`src/rtl/deb_multi_if.sv`:
```
// rtl/deb_multi_if.sv - signal bundle between raw discretes, debouncer and interrupt logic
//
// Purpose: groups the per-channel level, strobe and status signals of deb_multi.
// Optional feature macro: DEB_GLITCH_CNT_EN (adds glitch_cnt / glitch_clr).
// Signals:
//   in         raw asynchronous inputs                 (master -> slave)
//   irq_en     per-channel status enable               (master -> slave)
//   irq_clr    per-channel status clear pulse          (master -> slave)
//   out        debounced levels                        (slave -> master)
//   rise/fall  one-cycle edge strobes                  (slave -> master)
//   irq_stat   sticky change status                    (slave -> master)
//   irq        OR of irq_stat                          (slave -> master)
//   glitch_cnt 8 bits per channel, saturating          (slave -> master, macro only)
//   glitch_clr per-channel glitch counter clear        (master -> slave, macro only)
interface deb_multi_if #(
   parameter int unsigned CH = 8
);
   logic [CH-1:0] in;
   logic [CH-1:0] out;
   logic [CH-1:0] rise;
   logic [CH-1:0] fall;
   logic [CH-1:0] irq_en;
   logic [CH-1:0] irq_clr;
   logic [CH-1:0] irq_stat;
   logic          irq;
`ifdef DEB_GLITCH_CNT_EN
   logic [8*CH-1:0] glitch_cnt;
   logic [CH-1:0]   glitch_clr;

   modport master (
      output in, irq_en, irq_clr, glitch_clr,
      input  out, rise, fall, irq_stat, irq, glitch_cnt
   );
   modport slave (
      input  in, irq_en, irq_clr, glitch_clr,
      output out, rise, fall, irq_stat, irq, glitch_cnt
   );
`else
   modport master (
      output in, irq_en, irq_clr,
      input  out, rise, fall, irq_stat, irq
   );
   modport slave (
      input  in, irq_en, irq_clr,
      output out, rise, fall, irq_stat, irq
   );
`endif
endinterface

```
`src/rtl/deb_multi.sv`:
```
// rtl/deb_multi.sv - multi-channel debouncer with edge strobes and sticky change status
//
// Purpose: per channel, synchronise a raw discrete, qualify each level change for
// a fixed number of clocks (separate rise / fall times), emit one-cycle strobes and
// keep a sticky, maskable change status that feeds an interrupt line.
// Optional feature macro: DEB_GLITCH_CNT_EN (per-channel saturating glitch counters).
// Ports:
//   clk  system clock
//   rst  asynchronous active-high reset
//   bus  deb_multi_if.slave: in, irq_en, irq_clr, out, rise, fall, irq_stat, irq
//        (+ glitch_cnt, glitch_clr with the macro)
// SYNC_STAGES must be at least 2.
module deb_multi #(
   parameter int unsigned     CH          = 8,
   parameter logic [63:0]     FREQ        = 64'd100_000_000,
   parameter logic [63:0]     T_RISE_NS   = 64'd50,
   parameter logic [63:0]     T_FALL_NS   = 64'd50,
   parameter logic [CH-1:0]   RST_V       = {CH{1'b0}},
   parameter int unsigned     SYNC_STAGES = 2
) (
   input logic        clk,
   input logic        rst,
   deb_multi_if.slave bus
);

   localparam logic [63:0] NS_PER_S = 64'd1_000_000_000;
   localparam logic [63:0] N_R_RAW  = (T_RISE_NS * FREQ) / NS_PER_S;
   localparam logic [63:0] N_F_RAW  = (T_FALL_NS * FREQ) / NS_PER_S;
   // A qualification time shorter than one clock still needs one cycle.
   localparam logic [63:0] N_R      = (N_R_RAW == 64'd0) ? 64'd1 : N_R_RAW;
   localparam logic [63:0] N_F      = (N_F_RAW == 64'd0) ? 64'd1 : N_F_RAW;
   localparam logic [63:0] N_MAX    = (N_R > N_F) ? N_R : N_F;
   localparam int unsigned CNT_W    = $clog2(N_MAX + 64'd1);

   localparam logic [CNT_W-1:0] N_R_C   = N_R[CNT_W-1:0];
   localparam logic [CNT_W-1:0] N_F_C   = N_F[CNT_W-1:0];
   localparam logic [CNT_W-1:0] CNT_ONE = {{(CNT_W-1){1'b0}}, 1'b1};

   logic [CH-1:0]    sync_q [SYNC_STAGES];
   logic [CH-1:0]    s;
   logic [CNT_W-1:0] cnt_q [CH];
   logic [CNT_W-1:0] cnt_d [CH];
   logic [CNT_W-1:0] cnt_inc;
   logic [CH-1:0]    out_q, out_d;
   logic [CH-1:0]    rise_q, rise_d;
   logic [CH-1:0]    fall_q, fall_d;
   logic [CH-1:0]    stat_q, stat_d;
   logic             irq_q, irq_d;

   assign s = sync_q[SYNC_STAGES-1];

   always_comb begin
      out_d   = out_q;
      rise_d  = '0;
      fall_d  = '0;
      cnt_inc = '0;
      for (int i = 0; i < CH; i++) begin
         cnt_d[i] = '0;
         if (s[i] != out_q[i]) begin
            cnt_inc = cnt_q[i] + CNT_ONE;
            // The threshold depends on the direction of the pending change.
            if (cnt_inc == (out_q[i] ? N_F_C : N_R_C)) begin
               out_d[i]  = s[i];
               rise_d[i] = s[i];
               fall_d[i] = ~s[i];
            end else begin
               cnt_d[i] = cnt_inc;
            end
         end
      end
      // Strobes are taken from their next state so status rises with the strobe;
      // a set in the same cycle as a clear wins.
      stat_d = (stat_q & ~bus.irq_clr) | ((rise_d | fall_d) & bus.irq_en);
      irq_d  = |stat_d;
   end

   always_ff @(posedge clk or posedge rst) begin
      if (rst) begin
         for (int k = 0; k < SYNC_STAGES; k++) begin
            sync_q[k] <= RST_V;
         end
         for (int i = 0; i < CH; i++) begin
            cnt_q[i] <= '0;
         end
         out_q  <= RST_V;
         rise_q <= '0;
         fall_q <= '0;
         stat_q <= '0;
         irq_q  <= 1'b0;
      end else begin
         sync_q[0] <= bus.in;
         for (int k = 1; k < SYNC_STAGES; k++) begin
            sync_q[k] <= sync_q[k-1];
         end
         for (int i = 0; i < CH; i++) begin
            cnt_q[i] <= cnt_d[i];
         end
         out_q  <= out_d;
         rise_q <= rise_d;
         fall_q <= fall_d;
         stat_q <= stat_d;
         irq_q  <= irq_d;
      end
   end

   assign bus.out      = out_q;
   assign bus.rise     = rise_q;
   assign bus.fall     = fall_q;
   assign bus.irq_stat = stat_q;
   assign bus.irq      = irq_q;

`ifdef DEB_GLITCH_CNT_EN
   logic [7:0] glitch_q [CH];
   logic [7:0] glitch_d [CH];

   // A glitch is a partially qualified change that collapses back to the
   // current level before reaching its threshold.
   always_comb begin
      for (int i = 0; i < CH; i++) begin
         glitch_d[i] = glitch_q[i];
         if (bus.glitch_clr[i]) begin
            glitch_d[i] = 8'd0;
         end else if ((s[i] == out_q[i]) && (cnt_q[i] != '0) && (glitch_q[i] != 8'hFF)) begin
            glitch_d[i] = glitch_q[i] + 8'd1;
         end
      end
   end

   always_ff @(posedge clk or posedge rst) begin
      if (rst) begin
         for (int i = 0; i < CH; i++) begin
            glitch_q[i] <= 8'd0;
         end
      end else begin
         for (int i = 0; i < CH; i++) begin
            glitch_q[i] <= glitch_d[i];
         end
      end
   end

   always_comb begin
      for (int i = 0; i < CH; i++) begin
         bus.glitch_cnt[8*i +: 8] = glitch_q[i];
      end
   end
`endif

endmodule

```
`src/flat_wrapper.sv`:
```
// flat-port wrapper written by rule: the top's interface ports become plain ports
module deb_multi_flat 
#(
   parameter int unsigned     CH          = 8,
   parameter logic [63:0]     FREQ        = 64'd100_000_000,
   parameter logic [63:0]     T_RISE_NS   = 64'd50,
   parameter logic [63:0]     T_FALL_NS   = 64'd50,
   parameter logic [CH-1:0]   RST_V       = {CH{1'b0}},
   parameter int unsigned     SYNC_STAGES = 2
)
  (clk, rst, bus_in, bus_irq_en, bus_irq_clr, bus_out, bus_rise, bus_fall, bus_irq_stat, bus_irq);
  deb_multi_if #(.CH(CH)) bus_i ();
  input logic clk;
  input logic rst;
  input wire logic [$bits(bus_i.in)-1:0] bus_in;
  input wire logic [$bits(bus_i.irq_en)-1:0] bus_irq_en;
  input wire logic [$bits(bus_i.irq_clr)-1:0] bus_irq_clr;
  output wire logic [$bits(bus_i.out)-1:0] bus_out;
  output wire logic [$bits(bus_i.rise)-1:0] bus_rise;
  output wire logic [$bits(bus_i.fall)-1:0] bus_fall;
  output wire logic [$bits(bus_i.irq_stat)-1:0] bus_irq_stat;
  output wire logic [$bits(bus_i.irq)-1:0] bus_irq;
  assign bus_i.in = bus_in;
  assign bus_i.irq_en = bus_irq_en;
  assign bus_i.irq_clr = bus_irq_clr;
  assign bus_out = bus_i.out;
  assign bus_rise = bus_i.rise;
  assign bus_fall = bus_i.fall;
  assign bus_irq_stat = bus_i.irq_stat;
  assign bus_irq = bus_i.irq;
  deb_multi #(.CH(CH), .FREQ(FREQ), .T_RISE_NS(T_RISE_NS), .T_FALL_NS(T_FALL_NS), .RST_V(RST_V), .SYNC_STAGES(SYNC_STAGES)) u_core (.clk(clk), .rst(rst), .bus(bus_i));
endmodule
```
`config.mk`:
```
export PLATFORM = sky130hd
export DESIGN_NAME = deb_multi_flat
export DESIGN_NICKNAME = d
export VERILOG_FILES = /design/src/rtl/deb_multi_if.sv /design/src/rtl/deb_multi.sv /design/src/flat_wrapper.sv
export SDC_FILE = /design/constraint.sdc
export NUM_CORES = 1
export LEC_CHECK = 0
export BUFFER_PORTS_ARGS = -buffer_cell sky130_fd_sc_hd__buf_4
export CAP_MARGIN = 40
export CORE_AREA = 2 2 76 78
export DETAILED_ROUTE_END_ITERATION = 8
export DIE_AREA = 0 0 78 80
export PLACE_DENSITY = 0.76
export SLEW_MARGIN = 20
export SYNTH_ARGS = -nofsm -noshare
export SYNTH_HDL_FRONTEND = slang
export SYNTH_SLANG_ARGS = --single-unit
```
`constraint.sdc`:
```
create_clock -name clk -period 2.5 [get_ports clk]
set_clock_uncertainty 0.2 [all_clocks]
set_input_delay 0.25 -clock clk [delete_from_list [all_inputs] [get_ports clk]]
set_output_delay 0.25 -clock clk [all_outputs]
set_load 0.005 [all_outputs]
```
==> impl_metrics.json, run 1 <==
{
  "tns_ns": 0,
  "hp-class": "in2reg",
  "synth_mux_area_share_pct": 3.237,
  "crit_family": "simple AND/OR/NAND/NOR gates",
  "ys_top_cells_by_area": "dfrtp_1, ha_1, xor2_1",
  "cts_root_buf": "clkbuf_8",
  "finalSetupViolCount": 0,
  "post-place-cells": 340,
  "drc": 0,
  "boundaryPins": 59,
  "syn_nets": 251,
  "vias": 1730,
  "setup_ws_ns": 0.1446,
  "synth_cell_types": 18,
  "r2r-end": "u_core.bus.irq",
  "fmax_ghz": 0.4246,
  "pwr_density_cell_mw_per_mm2": 896.0,
  "crit_buf_inv": 0,
  "seq_area_frac_synth_pct": 65.65,
  "hold_viol_final": 0,
  "syn2layout_area_growth_pct": 31.34,
  "dp_hpwl_mm": 3.244,
  "crit_path_start": "u_core.cnt_q[9]",
  "cp-start-kind": "register",
  "totalPowerFinal_mw": 3.275,
  "cts_buffer_depth": 2,
  "slowest_stage": "or4_1",
  "synth-compound-area-share_pct": 2.743,
  "crit_path_max_fanout": 3,
  "dieArea_mm2": 0.006240,
  "cp.required_ns": 2.50,
  "yosys-top-cells-count": "dfrtp_1, inv_1, nand2_1",
  "track_usage_pct": 17.02,
  "ys_ff_latch": 73,
  "crit_arrival_ns": 2.36,
  "synth_edf_count": 0,
  "finalCriticalPeriod_ns": 2.355,
  "dp_slack_ns": 0.1465,
  "ys.flop_type": "dfrtp_1",
  "status": "finished, final reports clean",
  "yosysTopAreaCell": "dfrtp_1",
  "async_reset_ff_share_pct": 100.0,
  "avgRoutedWirePerCell_um": 12.72,
  "port_buffers": 58,
  "die_h_um": 80,
  "place_congestion": 0.8414,
  "synthAdderAreaFrac_pct": 7.194,
  "nNetsFinal": 338,
  "hold_depth": 3,
  "clkSinkCount": 73,
  "crit_chain": "ha_1 -> xor2_1 -> a41o_1 -> or4_1 -> or4_1",
  "tightest_slew_ns": 0.3312,
  "worst_r2r_path_depth": 5,
  "worstSetupPathType": "reg2reg",
  "synth.cell_area_mm2": 0.002783,
  "drive_gt1_share_pct": 27.61,
  "coreArea_mm2": 0.005405,
  "syn_inst": 209,
  "multiInputGateArea_um2": 877.1,
  "yosysWarningCount": 0,
  "finalNonFillerCells": 369,
  "row_count": 27,
  "drtIter0Drc": 73,
  "diodes": 0,
  "grt_pass1_wl_mm": 7.900,
  "crit_top_cell": "or4_1",
  "synth_top_area_share_pct": 65.65,
  "clk_latency_ns": 0.33,
  "total_leakage_power_nw": 1.927,
  "htreeDepth": 3,
  "first_pass_iters": 4,
  "clk_pin_slew_ns": 0.07,
  "grt_pass1_vias": 1774,
  "yosys.area_share.simple_pct": 13.31,
  "synth_area_per_cell_um2": 13.31,
  "fin_crit_sh_pct": 94.21,
  "crit_end": "u_core.bus.irq",
  "maxCapViolations": 0,
  "synth-xor-area-share_pct": 5.036,
  "fillerInstances": 411,
  "antenna_found_initial": 0,
  "cts_tree": "built",
  "max_stage_delay_ns": 0.53,
  "irDropWorstVdd_v": 0.0005743,
  "grt_max_degree": 60,
  "r2r_slack_ns": 0.14,
  "numCtsBuffers": 9,
  "post_cts_buffers": 0,
  "overflow": 0,
  "initial_core_util_pct": 51.48,
  "yosysMostFrequentCell": "dfrtp_1",
  "regArea_mm2": 0.001827,
  "rsz0062_at_grt": "no",
  "dieWidth_um": 78,
  "relSlewSlack_pct": 77.88,
  "synth_top_family_by_area": "simple AND/OR/NAND/NOR gates",
  "cp.depth": 5,
  "drv_slew": 0,
  "routed_wl_mm": 4.695,
  "r2r-start": "u_core.cnt_q[9]",
  "cp-end-kind": "register",
  "viasPerCell": 4.688,
  "ant_nets": 0
}
==> layout make-up <==
cell class / count / area share (%)
repair buffers: 76 / 17.12
clock buffers: 11 / 4.142
inverters: 21 / 2.157
clock inverters: 1 / 0.1369
flip-flops and latches: 73 / 49.98
well taps: 72 / 2.465
multi-input cells: 115 / 24.00
==> cells in the final DEF, fill, tap and decap left out <==
master | synthesis | layout
nor2b_1 | 5 | 5
dlygate4sd3_1 | 0 | 17
inv_1 | 21 | 20
xor2_1 | 16 | 16
or4_1 | 2 | 2
nand2_1 | 19 | 19
mux2_2 | 8 | 8
dfrtp_1 | 73 | 73
and2_1 | 7 | 7
inv_2 | 0 | 1
clkbuf_8 | 0 | 11
a41oi_1 | 1 | 1
nor2_1 | 8 | 8
buf_12 | 0 | 1
a41o_1 | 4 | 4
o22ai_1 | 3 | 3
ha_1 | 16 | 16
buf_4 | 0 | 58
and2_2 | 1 | 1
and3_1 | 7 | 7
clkinv_2 | 0 | 1
and3_2 | 1 | 1
o221ai_1 | 1 | 1
nor3b_1 | 16 | 16
==> registers in the layout (all words and copies together) (netlist names) <==
register and count:
u_core.bus.fall 8, u_core.bus.rise 8, u_core.bus.irq 1, u_core.bus.irq_stat 8, u_core.s 8, u_core.cnt_q 24, u_core.sync_q 8, u_core.bus.out 8
==> power by group <==
group	leakage [nW]	switching [mW]	internal, mW
sequential	0.947	0.170	1.42
combinational	0.897	0.425	0.496
clock	0.0830	0.374	0.391
==> cell families after synthesis <==
logic type	after synthesis
DFF	73
AOI/OAI and AO/OA	9
buffers and inverters	21
and+or+nand+nor	66
muxes	8
adders and majority gates	16
xor gates and xnor gates	16
==> worst reg2reg max path, stage by stage, from the launching register on <==
cell and delay, ns:
dfrtp_1 0.38, ha_1 0.20, xor2_1 0.16, a41o_1 0.25, or4_1 0.53, or4_1 0.49
==> timing repair <==
action | 4_1_cts | 5_1_grt
hold buffers | 17 | 0
resized for setup | 0 | 0
hold endpoints to repair | 29 | 0
==> per-stage QoR <==
step	hold slack (ns)	area, µm²	utilization, %
5_1_grt	0.01762	3655	67.62
4_1_cts	0.003796	3655	67.62
3_5_place_dp	0.03908	3328	61.57
3_3_place_gp	0.03344	3328	61.57
2_1_floorplan	0.08143	2783	-
6_report	0.01839	3655	67.62
==> worst min-delay path by stage <==
| stage | to | startpoint | slack, ns |
|---|---|---|---|
| floorplan | u_core.sync_q[10] | bus_in[2] | 0.08 |
| global placement | u_core.bus.rise[6] | rst | 0.03 |
| detailed placement | u_core.bus.out[6] | rst | 0.04 |
| CTS | u_core.bus.irq_stat[2] | bus_irq_en[2] | 0.004 |
| global route | u_core.bus.irq_stat[1] | bus_irq_en[1] | 0.02 |
| finish | u_core.bus.irq_stat[2] | bus_irq_en[2] | 0.02 |
==> per-layer routing <==
layer	vias up	wire length, µm	track usage [%]
met1	812	2092	21.42
met4	0	68	7.895
met3	7	364	5.882
li1	854	-	-
met5	-	0	0
met2	57	2169	26.64
Power figures use the tool's default switching activity.
==> run 2, diff against run 1 <==
Settings changed: CORE_AREA 2 2 76 78 to 2 2 97 62, DIE_AREA 0 0 78 80 to 0 0 99 64.
==> impl_metrics.json, run 2 (synthesis gave the netlist of run 1 again) <==
{
  "boundaryPins": 59,
  "cp-end-kind": "register",
  "hp-class": "in2reg",
  "finalCriticalPeriod_ns": 2.333,
  "clkSinkCount": 73,
  "dpl_cell_area_mm2": 0.003332,
  "grt_util_met3_pct": 7.440,
  "grt_max_degree": 31,
  "drtIter0Drc": 42,
  "initial_core_util_pct": 51.66,
  "worstSetupPathType": "reg2reg",
  "dp_hpwl_mm": 3.360,
  "cts_root_buf": "clkbuf_8",
  "grt_pass1_wl_mm": 8.452,
  "drive_gt1_share_pct": 28.81,
  "pwr_density_cell_mw_per_mm2": 987.9,
  "crit_path_max_fanout": 3,
  "ant_nets": 0,
  "cts_buffer_depth": 2,
  "finalSetupViolCount": 0,
  "grt_pass1_vias": 1782,
  "port_buffers": 58,
  "overflow": 0,
  "tns_ns": 0,
  "row_count": 21,
  "first_pass_iters": 4,
  "clk_latency_ns": 0.33,
  "mostFrequentLayoutCell": "dfrtp_1",
  "met1_usage_pct": 23.75,
  "irDropWorstVdd_v": 0.0005492,
  "numCtsBuffers": 9,
  "syn2layout_area_growth_pct": 35.79,
  "diodes": 0,
  "coreArea_mm2": 0.005386,
  "status": "finished, final reports clean",
  "htreeDepth": 3,
  "dieWidth_um": 99,
  "crit_arrival_ns": 2.34,
  "busiest_layer": "met2",
  "nNetsFinal": 339,
  "final_design_area_no_fill_mm2": 0.003779,
  "track_usage_pct": 17.39,
  "largest_reg_flops": 24,
  "die_h_um": 64,
  "place_congestion": 0.7662,
  "cp-start-kind": "register",
  "cp.required_ns": 2.50,
  "viasPerCell": 4.698,
  "rsz0062_at_grt": "no",
  "drc": 0,
  "cts_tree": "built",
  "dieArea_mm2": 0.006336,
  "clk_pin_slew_ns": 0.07,
  "dp_slack_ns": 0.2023,
  "drv_slew": 0,
  "tightest_slew_ns": 0.6281,
  "grtUsageMet2_pct": 26.52,
  "mostFrequentLayoutCells": "dfrtp_1, buf_4, inv_1",
  "fin_crit_sh_pct": 93.34,
  "total_leakage_power_nw": 1.988,
  "largest-register": "u_core.cnt_q",
  "fillerInstances": 376,
  "avgRoutedWirePerCell_um": 13.12,
  "setup_ws_ns": 0.1666,
  "maxCapViolations": 0,
  "fmax_ghz": 0.4286,
  "antenna_found_initial": 0,
  "vias": 1743,
  "routed_wl_mm": 4.867,
  "hold_viol_final": 0,
  "relSlewSlack_pct": 58.07
}
## run 2: layout make-up
class / instances / area, µm² / share of cell area [%]
well taps: 69 / 86.33 / 2.285
repair buffers: 77 / 633.1 / 16.75
inverters: 21 / 78.83 / 2.086
multi-input cells: 115 / 877.1 / 23.21
clock inverters: 5 / 125.1 / 3.311
flip-flops and latches: 73 / 1827 / 48.34
clock buffers: 11 / 151.4 / 4.007
## run 2: final timing paths
kind	start	to	slack (ns)	cells past startpoint
worst max-delay path	u_core.cnt_q[12]	u_core.bus.irq	0.17	5
worst min-delay path	bus_irq_en[2]	u_core.bus.irq_stat[2]	0.05	3
worst max register to register	u_core.cnt_q[12]	u_core.bus.irq	0.17	5
worst min register to register	u_core.sync_q[12]	u_core.s[4]	0.15	0
max in group asynchronous	rst	u_core.bus.irq_stat[2]	1.07	4
min in group asynchronous	rst	u_core.cnt_q[13]	0.38	3
## run 2: what timing repair did
item	4_1_cts	5_1_grt
endpoints found under the hold margin	42	1
gates resized for setup	0	0
hold buffers	16	1
buffers inserted	0	0
## run 2: power by group
part / internal, mW / total, mW / switching [mW] / leakage [nW]
clock: 0.817 / 1.21 / 0.396 / 0.140
combinational: 0.497 / 0.929 / 0.432 / 0.901
sequential: 1.42 / 1.59 / 0.172 / 0.947
## run 2: metal layers
layer / part of all wire, % / vias to the layer above
met5: 0 / -
met2: 46 / 46
met1: 47 / 829
met4: 0.58 / 0
met3: 6.6 / 4
li1: - / 864
## run 2: worst max-delay path: stages (launching register included)
cell	delay, ns
dfrtp_1	0.38
ha_1	0.22
xor2_1	0.19
a41o_1	0.26
or4_1	0.49
or4_1	0.47
## run 2: metrics by stage
stage / total power, mW / hold WS, ns / instances / utilization [%]
detailed placement: 2.519 / 0.1347 / 338 / 61.86
CTS: 3.773 / 0.0003618 / 370 / 69.97
global placement: 2.481 / 0.1317 / 338 / 61.86
floorplan: 2.162 / 0.08143 / 209 / -
finish: 3.733 / 0.04767 / 371 / 70.15
global route: 3.992 / 0.05147 / 371 / 70.15
